File: src/rtl/hammu_pow_axi_if.sv
// AXI4-Lite bus bundle for the hammu_pow_axi peripheral.
// The peripheral connects through the slave modport and the bus driver through the master modport.
interface hammu_pow_axi_if;
  logic [31:0] S_AXI_AWADDR;
  logic        S_AXI_AWVALID;
  logic        S_AXI_AWREADY;
  logic [31:0] S_AXI_WDATA;
  logic [3:0]  S_AXI_WSTRB;
  logic        S_AXI_WVALID;
  logic        S_AXI_WREADY;
  logic [1:0]  S_AXI_BRESP;
  logic        S_AXI_BVALID;
  logic        S_AXI_BREADY;
  logic [31:0] S_AXI_ARADDR;
  logic        S_AXI_ARVALID;
  logic        S_AXI_ARREADY;
  logic [31:0] S_AXI_RDATA;
  logic [1:0]  S_AXI_RRESP;
  logic        S_AXI_RVALID;
  logic        S_AXI_RREADY;

  modport slave (
    input  S_AXI_AWADDR, S_AXI_AWVALID, S_AXI_WDATA, S_AXI_WSTRB, S_AXI_WVALID, S_AXI_BREADY,
           S_AXI_ARADDR, S_AXI_ARVALID, S_AXI_RREADY,
    output S_AXI_AWREADY, S_AXI_WREADY, S_AXI_BRESP, S_AXI_BVALID, S_AXI_ARREADY,
           S_AXI_RDATA, S_AXI_RRESP, S_AXI_RVALID
  );

  modport master (
    output S_AXI_AWADDR, S_AXI_AWVALID, S_AXI_WDATA, S_AXI_WSTRB, S_AXI_WVALID, S_AXI_BREADY,
           S_AXI_ARADDR, S_AXI_ARVALID, S_AXI_RREADY,
    input  S_AXI_AWREADY, S_AXI_WREADY, S_AXI_BRESP, S_AXI_BVALID, S_AXI_ARREADY,
           S_AXI_RDATA, S_AXI_RRESP, S_AXI_RVALID
  );
endinterface

File: src/rtl/hammu_pow_axi.sv
// AXI4-Lite peripheral computing P = X^A by right-to-left square-and-multiply.
// The engine always runs EXP_W iterations, so its latency does not depend on the operands.
module hammu_pow_axi #(
  parameter int unsigned DATA_W = 16,
  parameter int unsigned EXP_W  = 8,
  parameter int unsigned ADDR_W = 5
) (
  input  logic           S_AXI_ACLK,
  input  logic           S_AXI_ARESET,
  hammu_pow_axi_if.slave s_axi,
  output logic           IRQ
);

  localparam int unsigned CntW = (EXP_W > 1) ? $clog2(EXP_W) : 1;
  localparam logic [ADDR_W-1:0] OffX      = ADDR_W'(32'h00);
  localparam logic [ADDR_W-1:0] OffA      = ADDR_W'(32'h04);
  localparam logic [ADDR_W-1:0] OffCtrl   = ADDR_W'(32'h08);
  localparam logic [ADDR_W-1:0] OffP      = ADDR_W'(32'h0C);
  localparam logic [ADDR_W-1:0] OffStatus = ADDR_W'(32'h10);
  localparam logic [1:0] RespOkay   = 2'b00;
  localparam logic [1:0] RespSlvErr = 2'b10;

  typedef enum logic [0:0] {StIdle, StRun} state_e;

  state_e              state_q, state_d;
  logic [DATA_W-1:0]   base_q, base_d, acc_q, acc_d;
  logic [EXP_W-1:0]    e_q, e_d;
  logic [CntW-1:0]     cnt_q, cnt_d;
  logic                base_big_q, base_big_d, ovf_run_q, ovf_run_d, sat_run_q, sat_run_d;
  logic [2*DATA_W-1:0] prod_acc, prod_base;
  logic [DATA_W-1:0]   p_res;
  logic                finish;

  logic [DATA_W-1:0] x_q, p_q;
  logic [EXP_W-1:0]  a_q;
  logic              irq_en_q, sat_q, done_q, ovf_q, start_err_q;

  logic        awready_q, bvalid_q, arready_q, rvalid_q;
  logic [1:0]  bresp_q, rresp_q;
  logic [31:0] rdata_q, rd_data, wdata;
  logic [ADDR_W-1:0] wr_addr, rd_addr;
  logic        wr_hs, rd_hs, wr_err, rd_err, wr_ctrl, wr_status;
  logic        busy, start_req, start_ok, start_err_set;
  logic        unused_bits;

  assign wdata     = s_axi.S_AXI_WDATA;
  assign wr_addr   = s_axi.S_AXI_AWADDR[ADDR_W-1:0];
  assign rd_addr   = s_axi.S_AXI_ARADDR[ADDR_W-1:0];
  assign wr_hs     = awready_q & s_axi.S_AXI_AWVALID & s_axi.S_AXI_WVALID;
  assign rd_hs     = arready_q & s_axi.S_AXI_ARVALID;
  assign wr_ctrl   = wr_hs & (wr_addr == OffCtrl);
  assign wr_status = wr_hs & (wr_addr == OffStatus);
  assign wr_err    = !(wr_addr inside {OffX, OffA, OffCtrl, OffP, OffStatus});
  assign busy      = (state_q == StRun);
  assign start_req = wr_ctrl & wdata[0];
  assign start_ok  = start_req & ~busy;
  assign start_err_set = start_req & busy;
  assign IRQ       = done_q & irq_en_q;
  assign unused_bits = ^{s_axi.S_AXI_WSTRB, s_axi.S_AXI_AWADDR, s_axi.S_AXI_ARADDR, wdata};

  assign s_axi.S_AXI_AWREADY = awready_q;
  assign s_axi.S_AXI_WREADY  = awready_q;
  assign s_axi.S_AXI_BVALID  = bvalid_q;
  assign s_axi.S_AXI_BRESP   = bresp_q;
  assign s_axi.S_AXI_ARREADY = arready_q;
  assign s_axi.S_AXI_RVALID  = rvalid_q;
  assign s_axi.S_AXI_RDATA   = rdata_q;
  assign s_axi.S_AXI_RRESP   = rresp_q;

  always_comb begin
    state_d    = state_q;
    base_d     = base_q;
    e_d        = e_q;
    acc_d      = acc_q;
    base_big_d = base_big_q;
    ovf_run_d  = ovf_run_q;
    cnt_d      = cnt_q;
    sat_run_d  = sat_run_q;
    finish     = 1'b0;
    prod_acc   = {{DATA_W{1'b0}}, acc_q} * {{DATA_W{1'b0}}, base_q};
    prod_base  = {{DATA_W{1'b0}}, base_q} * {{DATA_W{1'b0}}, base_q};
    case (state_q)
      StIdle: begin
        if (start_req) begin
          state_d    = StRun;
          base_d     = x_q;
          e_d        = a_q;
          acc_d      = DATA_W'(1);
          base_big_d = 1'b0;
          ovf_run_d  = 1'b0;
          cnt_d      = '0;
          sat_run_d  = wdata[2];
        end
      end
      StRun: begin
        // A base that already outgrew DATA_W poisons any product it joins.
        if (e_q[0]) begin
          acc_d     = prod_acc[DATA_W-1:0];
          ovf_run_d = ovf_run_q | base_big_q | (|prod_acc[2*DATA_W-1:DATA_W]);
        end
        base_d     = prod_base[DATA_W-1:0];
        base_big_d = base_big_q | (|prod_base[2*DATA_W-1:DATA_W]);
        e_d        = e_q >> 1;
        cnt_d      = cnt_q + 1'b1;
        if (cnt_q == CntW'(EXP_W - 1)) begin
          state_d = StIdle;
          finish  = 1'b1;
        end
      end
      default: state_d = StIdle;
    endcase
    p_res = (sat_run_q & ovf_run_d) ? '1 : acc_d;
  end

  always_ff @(posedge S_AXI_ACLK or posedge S_AXI_ARESET) begin
    if (S_AXI_ARESET) begin
      state_q    <= StIdle;
      base_q     <= '0;
      e_q        <= '0;
      acc_q      <= '0;
      cnt_q      <= '0;
      base_big_q <= 1'b0;
      ovf_run_q  <= 1'b0;
      sat_run_q  <= 1'b0;
    end else begin
      state_q    <= state_d;
      base_q     <= base_d;
      e_q        <= e_d;
      acc_q      <= acc_d;
      cnt_q      <= cnt_d;
      base_big_q <= base_big_d;
      ovf_run_q  <= ovf_run_d;
      sat_run_q  <= sat_run_d;
    end
  end

  always_ff @(posedge S_AXI_ACLK or posedge S_AXI_ARESET) begin
    if (S_AXI_ARESET) begin
      x_q         <= '0;
      a_q         <= '0;
      p_q         <= '0;
      irq_en_q    <= 1'b0;
      sat_q       <= 1'b0;
      done_q      <= 1'b0;
      ovf_q       <= 1'b0;
      start_err_q <= 1'b0;
    end else begin
      if (wr_hs) begin
        case (wr_addr)
          OffX:    x_q <= wdata[DATA_W-1:0];
          OffA:    a_q <= wdata[EXP_W-1:0];
          OffCtrl: begin
            irq_en_q <= wdata[1];
            sat_q    <= wdata[2];
          end
          default: ;
        endcase
      end
      // Completion outranks a same-edge DONE clear.
      if (finish) begin
        done_q <= 1'b1;
        ovf_q  <= ovf_run_d;
        p_q    <= p_res;
      end else if (start_ok) begin
        done_q <= 1'b0;
        ovf_q  <= 1'b0;
      end else if (wr_status & wdata[0]) begin
        done_q <= 1'b0;
      end
      if (start_err_set) begin
        start_err_q <= 1'b1;
      end else if (wr_status & wdata[3]) begin
        start_err_q <= 1'b0;
      end
    end
  end

  always_comb begin
    rd_data = '0;
    rd_err  = 1'b0;
    case (rd_addr)
      OffX:      rd_data = 32'(x_q);
      OffA:      rd_data = 32'(a_q);
      OffCtrl:   rd_data = {29'b0, sat_q, irq_en_q, 1'b0};
      OffP:      rd_data = 32'(p_q);
      OffStatus: rd_data = {28'b0, start_err_q, ovf_q, busy, done_q};
      default:   rd_err  = 1'b1;
    endcase
  end

  always_ff @(posedge S_AXI_ACLK or posedge S_AXI_ARESET) begin
    if (S_AXI_ARESET) begin
      awready_q <= 1'b0;
      bvalid_q  <= 1'b0;
      bresp_q   <= RespOkay;
      arready_q <= 1'b0;
      rvalid_q  <= 1'b0;
      rdata_q   <= '0;
      rresp_q   <= RespOkay;
    end else begin
      awready_q <= ~awready_q & s_axi.S_AXI_AWVALID & s_axi.S_AXI_WVALID & ~bvalid_q;
      if (wr_hs) begin
        bvalid_q <= 1'b1;
        bresp_q  <= wr_err ? RespSlvErr : RespOkay;
      end else if (s_axi.S_AXI_BREADY) begin
        bvalid_q <= 1'b0;
      end
      arready_q <= ~arready_q & s_axi.S_AXI_ARVALID & ~rvalid_q;
      if (rd_hs) begin
        rvalid_q <= 1'b1;
        rdata_q  <= rd_data;
        rresp_q  <= rd_err ? RespSlvErr : RespOkay;
      end else if (s_axi.S_AXI_RREADY) begin
        rvalid_q <= 1'b0;
      end
    end
  end

endmodule

File: src/flat_wrapper.sv
// flat-port wrapper written by rule: the top's interface ports become plain ports
module hammu_pow_axi_flat 
#(
  parameter int unsigned DATA_W = 16,
  parameter int unsigned EXP_W  = 8,
  parameter int unsigned ADDR_W = 5
)
  (S_AXI_ACLK, S_AXI_ARESET, IRQ, s_axi_S_AXI_AWADDR, s_axi_S_AXI_AWVALID, s_axi_S_AXI_WDATA, s_axi_S_AXI_WSTRB, s_axi_S_AXI_WVALID, s_axi_S_AXI_BREADY, s_axi_S_AXI_ARADDR, s_axi_S_AXI_ARVALID, s_axi_S_AXI_RREADY, s_axi_S_AXI_AWREADY, s_axi_S_AXI_WREADY, s_axi_S_AXI_BRESP, s_axi_S_AXI_BVALID, s_axi_S_AXI_ARREADY, s_axi_S_AXI_RDATA, s_axi_S_AXI_RRESP, s_axi_S_AXI_RVALID);
  hammu_pow_axi_if s_axi_i ();
  input  logic S_AXI_ACLK;
  input  logic S_AXI_ARESET;
  output logic IRQ;
  input wire logic [$bits(s_axi_i.S_AXI_AWADDR)-1:0] s_axi_S_AXI_AWADDR;
  input wire logic [$bits(s_axi_i.S_AXI_AWVALID)-1:0] s_axi_S_AXI_AWVALID;
  input wire logic [$bits(s_axi_i.S_AXI_WDATA)-1:0] s_axi_S_AXI_WDATA;
  input wire logic [$bits(s_axi_i.S_AXI_WSTRB)-1:0] s_axi_S_AXI_WSTRB;
  input wire logic [$bits(s_axi_i.S_AXI_WVALID)-1:0] s_axi_S_AXI_WVALID;
  input wire logic [$bits(s_axi_i.S_AXI_BREADY)-1:0] s_axi_S_AXI_BREADY;
  input wire logic [$bits(s_axi_i.S_AXI_ARADDR)-1:0] s_axi_S_AXI_ARADDR;
  input wire logic [$bits(s_axi_i.S_AXI_ARVALID)-1:0] s_axi_S_AXI_ARVALID;
  input wire logic [$bits(s_axi_i.S_AXI_RREADY)-1:0] s_axi_S_AXI_RREADY;
  output wire logic [$bits(s_axi_i.S_AXI_AWREADY)-1:0] s_axi_S_AXI_AWREADY;
  output wire logic [$bits(s_axi_i.S_AXI_WREADY)-1:0] s_axi_S_AXI_WREADY;
  output wire logic [$bits(s_axi_i.S_AXI_BRESP)-1:0] s_axi_S_AXI_BRESP;
  output wire logic [$bits(s_axi_i.S_AXI_BVALID)-1:0] s_axi_S_AXI_BVALID;
  output wire logic [$bits(s_axi_i.S_AXI_ARREADY)-1:0] s_axi_S_AXI_ARREADY;
  output wire logic [$bits(s_axi_i.S_AXI_RDATA)-1:0] s_axi_S_AXI_RDATA;
  output wire logic [$bits(s_axi_i.S_AXI_RRESP)-1:0] s_axi_S_AXI_RRESP;
  output wire logic [$bits(s_axi_i.S_AXI_RVALID)-1:0] s_axi_S_AXI_RVALID;
  assign s_axi_i.S_AXI_AWADDR = s_axi_S_AXI_AWADDR;
  assign s_axi_i.S_AXI_AWVALID = s_axi_S_AXI_AWVALID;
  assign s_axi_i.S_AXI_WDATA = s_axi_S_AXI_WDATA;
  assign s_axi_i.S_AXI_WSTRB = s_axi_S_AXI_WSTRB;
  assign s_axi_i.S_AXI_WVALID = s_axi_S_AXI_WVALID;
  assign s_axi_i.S_AXI_BREADY = s_axi_S_AXI_BREADY;
  assign s_axi_i.S_AXI_ARADDR = s_axi_S_AXI_ARADDR;
  assign s_axi_i.S_AXI_ARVALID = s_axi_S_AXI_ARVALID;
  assign s_axi_i.S_AXI_RREADY = s_axi_S_AXI_RREADY;
  assign s_axi_S_AXI_AWREADY = s_axi_i.S_AXI_AWREADY;
  assign s_axi_S_AXI_WREADY = s_axi_i.S_AXI_WREADY;
  assign s_axi_S_AXI_BRESP = s_axi_i.S_AXI_BRESP;
  assign s_axi_S_AXI_BVALID = s_axi_i.S_AXI_BVALID;
  assign s_axi_S_AXI_ARREADY = s_axi_i.S_AXI_ARREADY;
  assign s_axi_S_AXI_RDATA = s_axi_i.S_AXI_RDATA;
  assign s_axi_S_AXI_RRESP = s_axi_i.S_AXI_RRESP;
  assign s_axi_S_AXI_RVALID = s_axi_i.S_AXI_RVALID;
  hammu_pow_axi #(.DATA_W(DATA_W), .EXP_W(EXP_W), .ADDR_W(ADDR_W)) u_core (.S_AXI_ACLK(S_AXI_ACLK), .S_AXI_ARESET(S_AXI_ARESET), .s_axi(s_axi_i), .IRQ(IRQ));
endmodule
File: config.mk
export PLATFORM = sky130hd
export DESIGN_NAME = hammu_pow_axi_flat
export DESIGN_NICKNAME = d
export VERILOG_FILES = /design/src/rtl/hammu_pow_axi_if.sv /design/src/rtl/hammu_pow_axi.sv /design/src/flat_wrapper.sv
export SDC_FILE = /design/constraint.sdc
export NUM_CORES = 1
export LEC_CHECK = 0
export CAP_MARGIN = 20
export CORE_ASPECT_RATIO = 0.75
export CORE_MARGIN = 2
export CORE_UTILIZATION = 52
export DETAILED_ROUTE_END_ITERATION = 12
export DONT_BUFFER_PORTS = 1
export PLACE_DENSITY = 0.71
export SYNTH_ARGS = -nofsm -noshare
export SYNTH_HDL_FRONTEND = slang
export SYNTH_SLANG_ARGS = --single-unit
File: constraint.sdc
create_clock -name S_AXI_ACLK -period 22.7 [get_ports S_AXI_ACLK]
set_clock_uncertainty 0.15 [all_clocks]
set_input_delay 6.81 -clock S_AXI_ACLK [delete_from_list [all_inputs] [get_ports S_AXI_ACLK]]
set_output_delay 6.81 -clock S_AXI_ACLK [all_outputs]
set_load 0.01 [all_outputs]
Yosys cells after proc, flatten, opt, wreduce, memory -nomap -nowiden
Index checks and enable logic that the tools add are counted.
{"block": "op_classes", "add_sub_neg": 1, "mul": 2, "div": 0, "n_lt_le_gt_ge": 0, "n_eq_ne": 10, "shifts": 0, "muxes": 34, "n_bitwise": 25, "reduce_logical": 15}
{"operator": "$pmux W16 S5", "count": 1}
{"operator": "$mul A16 B16 Y32", "count": 2}
{"operator": "$mux W16", "count": 4}
{"operator": "$pmux W16 S2", "count": 2}
{"operator": "$reduce_or A16 Y1", "count": 2}
{"operator": "$eq A5 B4 Y1 const B", "count": 4}
{"operator": "$mux W1", "count": 18}
{"operator": "$and A1 B1 Y1", "count": 17}
{"operator": "$pmux W8 S2", "count": 1}
{"operator": "$eq A5 B3 Y1 const B", "count": 2}
{"operator": "$eq A5 B5 Y1 const B", "count": 2}
{"operator": "$logic_not A5 Y1", "count": 2}
{"operator": "$mux W8", "count": 1}
{"operator": "$reduce_and A2 Y1", "count": 4}
{"operator": "$reduce_bool A2 Y1", "count": 4}
{"operator": "$pmux W1 S2", "count": 3}
{"operator": "$pmux W3 S2", "count": 1}
{"operator": "$not A1 Y1", "count": 5}
{"operator": "$reduce_bool A5 Y1", "count": 1}
{"operator": "$reduce_or A5 Y1", "count": 1}
{"operator": "$mux W2", "count": 2}
{"operator": "$add A3 B1 Y3 const B", "count": 1}
{"operator": "$eq A3 B3 Y1 const B", "count": 1}
{"operator": "$mux W3", "count": 1}
{"operator": "3 further kinds", "count": 5}
{"block": "word_totals", "register_bits": 132, "latchBits": 0, "mem_bits_rw": 0, "mem_bits_ro": 0, "input_bits": 107, "output_inout_bits": 42, "word_cells": 110, "memories": 0}

Logic depth before layout (Yosys ltp)
Gate-level depths: netlist (run 1).
{"block": "depth", "word_depth": 8, "depth_mapped": 26, "depth_no_buf": 24}

Worst setup path before layout (run 1)
Ideal clock, no wire load.
{"block": "synth_path", "path_kind": "input -> register", "start": "in s_axi_S_AXI_AWVALID", "end": "reg u_core.p_q[0]", "setup_ps": 134, "arrival_time_ps": 9083, "required_time_ps": 22416, "path_slack_ps": 13333, "stages": 11, "path_buffers": 2, "path_cell_list": "nand3_1 nor4bb_1 clkbuf_1 nand3_1 a211oi_1 o2111ai_1 a2111oi_0 nand4_1 o41ai_4 buf_6 o22ai_1"}
{"block": "synth_between", "elab_chain_len": 8, "elab_cells_between_ends": 10, "classes_between": "mux (5); bitwise (5)"}
{"item": "start, declared", "line_no": "flat_wrapper.sv:14", "source": "input wire logic [$bits(s_axi_i.S_AXI_AWVALID)-1:0] s_axi_S_AXI_AWVALID;"}
{"item": "$and A1 B1 Y1 (*) (2 in series)", "line_no": "hammu_pow_axi.sv:49", "source": "assign wr_hs = awready_q & s_axi.S_AXI_AWVALID & s_axi.S_AXI_WVALID;"}
{"item": "$and A1 B1 Y1 (*)", "line_no": "hammu_pow_axi.sv:51", "source": "assign wr_ctrl = wr_hs & (wr_addr == OffCtrl);"}
{"item": "$and A1 B1 Y1 (*)", "line_no": "hammu_pow_axi.sv:55", "source": "assign start_req = wr_ctrl & wdata[0];"}
{"item": "$mux W1", "line_no": "hammu_pow_axi.sv:84", "source": "if (start_req) begin"}
{"item": "$pmux W1 S2", "line_no": "hammu_pow_axi.sv:82", "source": "case (state_q)"}
{"item": "$and A1 B1 Y1", "line_no": "hammu_pow_axi.sv:112", "source": "p_res = (sat_run_q & ovf_run_d) ? '1 : acc_d;"}
{"item": "$mux W16 (*)", "line_no": "hammu_pow_axi.sv:112"}
{"item": "end signal, assigned", "line_no": "hammu_pow_axi.sv:163", "source": "p_q <= p_res;"}
{"item": "end, declared", "line_no": "hammu_pow_axi.sv:34", "source": "logic [DATA_W-1:0] x_q, p_q;"}
Every way passes the cells marked *; elsewhere a longest branch is shown, timed or not.
A chain may end at the register's enable or synchronous reset.

Final worst setup path (run 1)
{"block": "layout_path", "start": "in s_axi_S_AXI_AWVALID", "end": "reg u_core.p_q[1]"}
Same word-level chain as after synthesis.

==> results.cfg, run 1 <==
[hold_path]
min_to = u_core.e_q[5]
min_path_type = register to register
hold_start = u_core.e_q[6]
min_path_cells = 2

[power]
power_mw = 1.55
power_density_nw_per_um2 = 70.1
cellLeakagePower_nw = 10.9
vdd_ir_drop_max_v = 0.0000661

[clocking]
clkSinkCount = 114
post_cts_resized = 0
clk_path_buf_depth = 2
cts_setup_buffers = 0
ctsRootBufferMaster = clkbuf_16
insertion_delay_ns = 0.42
cts_hold_buf = 0
cts_buffers = 17
path_clk_slew_ns = 0.06
ctsHtreeMaxLevel = 4
cts_tree = yes

[worst_setup_path]
cp.depth = 10
reg2reg_to = u_core.p_q[1]
required_ns = 22.81
r2r-start = u_core.base_q[13]
critPathMaxStageDelay_ns = 0.87
path_buf_inv = 1
r2r_slack_ns = 14.20
path_cells = nand3_1 > nor4bb_2 > buf_4 > nand3_1 > a211oi_1 > o2111ai_1 > a2111oi_0 > nand4_1 > o41ai_4 > o21ai_0
worst_r2r_path_depth = 21
critical_path_class = input port to register
cp_slowest_cell = o41ai_4
crit_family = compound AO/OA/AOI/OAI gates
cpMostUsedCell = nand3_1
crit_path_end_kind = register
startpoint_type = input port
crit_path_max_fanout = 18
arrival_ns = 9.98

[drt]
drc = 0
wl_per_cell_um = 18.7
drt_iter0_markers = 1130
drt-total-wl_um = 52100
firstDrtPassIters = 8
via_per_inst = 5.59
vias = 15551
antenna_left = 0

[grt]
grt_pass1_vias = 16391
grt_overflow_total = 0
track_usage = 0.260
grt_pass1_wl_um = 86900
grt_max_degree = 75
antenna_found_initial = 1

[synth]
yosysMostFrequentCell = inv_1
synthFlopType = dfrtp_1
ys_ff_latch = 114
netlist_top_cells_count = 469 x inv_1, 362 x fa_1, 274 x nand2_1
ys_top_cells_by_area = fa_1 34%, dfrtp_1 13%, ha_1 12%
async_flop_share = 1.00
yosys.area.top_type_share = 0.342
synth_top_family_by_area = adder cells
synth_simple_gate_area_frac = 0.146
synth.distinct_cells = 78
synth_compound_area_frac = 0.0953
yosys.area.top_type = fa_1
synth_adder_area_share = 0.460
synth_edf_count = 0
synthXorXnorAreaFrac = 0.0174
synth_mux_area_frac = 0.0360
seq_area_frac_synth = 0.135
synth.avg_cell_area_sq_um = 9.14
syn-instance-count = 2318
synth_area_sq_um = 21200
ys_warn_count = 0

[final_layout]
final_layout_size_suffix_gt1_frac = 0.0499
final_cell_area_sq_um = 22100
diodes = 0
fin_nets = 2918
area_growth_pct = 4.36
utilization = 0.554

[timing]
final-max-slew-violation-count = 0
finalSetupViolCount = 0
hold_viol_final = 0
timing.final.crit_share = 0.435
worst_slack_ns = 12.82
min_period_ns = 9.88
rsz0062_at_grt = no
max_slew.worst_pin.slew_ns = 1.06
tns_ns = 0
fmax_mhz = 101
slew-limit-headroom = 0.292

[placed_design]
placed_area_sq_um = 21500
portBuffers = 0
pre_cts_ws_ns = 12.45
gp_congestion = 0.912
hpwl_um = 40200

[floorplanning]
rows = 63
die_width_um = 237
die_area_sq_um = 42400
core_area_sq_um = 39900
io_pins = 149
die_h_um = 179
start_util = 0.531

[run]
max-cap-violations = 0

[status]
status = completed
==> power breakdown <==
part / leakage, nW / switching (mW) / internal [mW]
registers: 1.48 / 0.0930 / 0.229
logic: 9.14 / 0.592 / 0.371
clock network: 0.283 / 0.107 / 0.157
total: 10.9 / 0.792 / 0.757
==> cell usage in the layout (no fill, tap or decap), types with 13 or more instances in the layout <==
cell and count:
nor2_1 61, buf_4 26, a211oi_1 13, and2_1 200
nand3_1 18, mux2_2 34, ha_1 199, nor2b_1 14
o21bai_1 14, a21o_1 22, xnor2_1 25, inv_1 468
nand2_1 274, a21oi_1 47, xor2_1 17, fa_1 362
mux2i_1 38, conb_1 18, o21ai_0 96, dfrtp_1 113
clkbuf_16 17
==> worst reg2reg max path: cells and delay by family (launching register included) <==
| family | cells | cell delay (ns) |
|---|---|---|
| AOI/OAI and AO/OA | 7 | 2.42 |
| adders and majority gates | 7 | 3.37 |
| and+or+nand+nor | 2 | 0.72 |
| DFF | 1 | 0.61 |
| muxes | 1 | 0.41 |
| buffers and inverters | 4 | 0.63 |
==> logic make-up (layout without fill, tap and decap cells) <==
logic type	Yosys count	after routing
AOI/OAI and AO/OA	301	301
adders and majority gates	561	561
and+or+nand+nor	628	628
other	1	18
muxes	72	72
buffers and inverters	599	527
xor gates and xnor gates	42	42
DFF	114	114
==> worst max path at each step <==
stage | start | to | slack [ns]
finish | s_axi_S_AXI_AWVALID | u_core.p_q[1] | 12.82
global route | s_axi_S_AXI_AWVALID | u_core.p_q[11] | 12.62
CTS | s_axi_S_AXI_AWVALID | u_core.p_q[1] | 12.90
detailed placement | s_axi_S_AXI_AWVALID | u_core.p_q[9] | 12.45
global placement | s_axi_S_AXI_AWVALID | u_core.p_q[2] | 12.54
floorplan | S_AXI_ARESET | u_core.a_q[0] | 12.72
==> stage by stage <==
step / instances / hold WS [ns]
6_report: 2783 / 0.348
5_1_grt: 2783 / 0.372
4_1_cts: 2782 / 0.349
3_5_place_dp: 2750 / 0.329
3_3_place_gp: 2750 / 0.317
2_1_floorplan: 2335 / 0.297
==> state kept, by name, indices dropped and copies added, names as in the netlist, 3 cells and up <==
signal	flops
u_core.e_q	8
u_core.base_q	16
u_core.s_axi.S_AXI_RDATA	16
u_core.a_q	8
u_core.x_q	16
u_core.p_q	16
u_core.acc_q	16
u_core.cnt_q	3
==> layout make-up <==
cell class              count  area, sq um
clock buffers              18          439
clock inverters            14          149
fillers                  3563        17800
inverters                 469         1760
multi-input cells        1622        16100
flip-flops and latches    114         2850
well taps                 520          651
repair buffers             26          195
==> routing by layer <==
layer | GRT usage | vias to the layer above | wire length (um)
met4 | 0.0653 | 2 | 1240
met3 | 0.0426 | 89 | 4170
met5 | 0 | - | 13
met1 | 0.388 | 7800 | 23900
met2 | 0.396 | 578 | 22700
li1 | - | 7082 | -
(Power assumes the default switching activity.)
==> run 2, diff against run 1 <==
- PLACE_DENSITY: 0.71 -> 0.74
- clock period: 22.7 -> 8.27 ns (I/O delays scaled with it)
==> results.cfg, run 2 (synthesis gave the netlist of run 1 again) <==
[power]
sw_frac_of_total = 0.515
cellLeakagePower_nw = 11.1
p_sw_mw = 2.25
vdd_ir_drop_max_v = 0.000200
p_int_mw = 2.12
seq_power_share = 0.212
power_density_nw_per_um2 = 194
pwr-share-clk = 0.160
comb_power_share = 0.628

[final_layout]
utilization = 0.564
instances_no_fill = 2827
fillerInstances = 3469
area_growth_pct = 6.14
layout_commonest_cell = inv_1
final_layout_size_suffix_gt1_frac = 0.0694
register_area_sq_um = 2860
diodes = 0
fin_nets = 2962
multiInputGateArea_sq_um = 16100
mostFrequentLayoutCells = 468 x inv_1, 362 x fa_1, 274 x nand2_1

[status]
status = completed

[placed_design]
pre_cts_ws_ns = 0.357
hpwl_um = 43500
gp_congestion = 0.924
portBuffers = 0
dp_cells = 2793

[grt]
grt_overflow_total = 0
grt_max_degree = 63
grt_use_met3 = 0.0456
grt_pass1_wl_um = 88700
antenna_found_initial = 0
grt_util_met1 = 0.396
grt_pass1_vias = 16711
busiest_layer = met2
track_usage = 0.267
gr-usage-met2 = 0.412

[clocking]
insertion_delay_ns = 0.42
ctsHtreeMaxLevel = 4
cts_buffers = 17
cts_hold_buf = 0
cts_tree = yes
clkSinkCount = 114
path_clk_slew_ns = 0.06
ctsRootBufferMaster = clkbuf_16
clk_path_buf_depth = 2

[worst_setup_path]
crit_path_max_fanout = 18
startpoint_type = register
crit_path_end_kind = register
arrival_ns = 8.19
worst_r2r_path_depth = 22
critical_path_class = register to register
required_ns = 8.40

[timing]
slew-limit-headroom = 0.408
max_slew.worst_pin.slew_ns = 0.888
hold_viol_final = 0
rsz0062_at_grt = no
hold_ws_ns = 0.340
tns_ns = 0
min_period_ns = 8.06
fmax_mhz = 124
finalSetupViolCount = 0
timing.final.crit_share = 0.975
worst_slack_ns = 0.209
final-max-slew-violation-count = 0

[drt]
firstDrtPassIters = 6
drt_iter0_markers = 1435
drt-total-wl_um = 53900
drc = 0
vias = 16117
antenna_left = 0
wl_per_cell_um = 19.1
via_per_inst = 5.70

[floorplanning]
core_area_sq_um = 39900
rows = 63
die_area_sq_um = 42400
die_h_um = 179
start_util = 0.531
io_pins = 149
die_width_um = 237

[hold_path]
min_path_type = register to register
min_path_cells = 2

[run]
max-cap-violations = 0
[run 2: cell types whose count changed in the layout (fill, tap and decap cells not counted), sizes merged]
cell / previous run / this run
buf: 26 / 69
inv: 475 / 477
bufinv: 1 / 0
clkinv: 5 / 4
clkinvlp: 2 / 3
[run 2: critical path, stage by stage, from the launching register on]
cell and delay, ns:
dfrtp_1 0.70, and2_1 0.36, fa_1 0.54, inv_1 0.06, fa_1 0.53, inv_1 0.05, fa_1 0.49, fa_1 0.48
fa_1 0.51, inv_1 0.05, fa_1 0.51, inv_1 0.06, ha_1 0.39, a21oi_1 0.24, o21ai_0 0.13, a21oi_1 0.15
o21ai_2 0.10, a2111oi_0 0.75, mux2_2 0.42, or4_4 0.55, o41ai_4 0.39, buf_12 0.19, o22ai_1 0.09
[run 2: worst paths after layout]
path | to | startpoint | slack, ns
min reg2reg | u_core.e_q[1] | u_core.e_q[2] | 0.34
min in group asynchronous | u_core.s_axi.S_AXI_RRESP[1] | S_AXI_ARESET | 1.87
max in group asynchronous | u_core.base_q[3] | S_AXI_ARESET | 4.79
max reg2reg | u_core.p_q[8] | u_core.base_q[10] | 0.21
min | u_core.e_q[1] | u_core.e_q[2] | 0.34
max | u_core.p_q[8] | u_core.base_q[10] | 0.21
[run 2: final cells by class]
class                   instances  area share
inverters                     469      0.0784
clock buffers                  17      0.0189
multi-input cells            1622       0.714
clock inverters                15     0.00634
flip-flops and latches        114       0.127
well taps                     520      0.0289
repair buffers                 70      0.0262
[run 2: repair_timing]
action | CTS | global route
resized for setup | 0 | 4
setup buffers | 0 | 0
endpoints found under the setup margin | 0 | 18
[run 2: power by group through the flow]
stage          combinational [mW]  clock [mW]  sequential (mW)
6_report                     2.75       0.697            0.926
5_1_grt                      3.06       0.730            0.931
4_1_cts                      2.70       0.703            0.905
3_5_place_dp                 2.65           0            0.915
3_3_place_gp                 2.58           0            0.911
2_1_floorplan                1.99           0            0.702
[run 2: routing by layer]
layer	vias to the layer above	part of all wire	routed length, um
met2	692	0.44	23600
met1	8147	0.45	24400
li1	7191	-	-
met3	87	0.088	4740
met4	0	0.021	1150
met5	-	0	0
[run 2: per-stage QoR]
step	cell area (sq um)	power, mW
2_1_floorplan	21200	2.69
3_3_place_gp	21900	3.49
3_5_place_dp	21900	3.56
4_1_cts	22500	4.31
5_1_grt	22500	4.72
6_report	22500	4.37
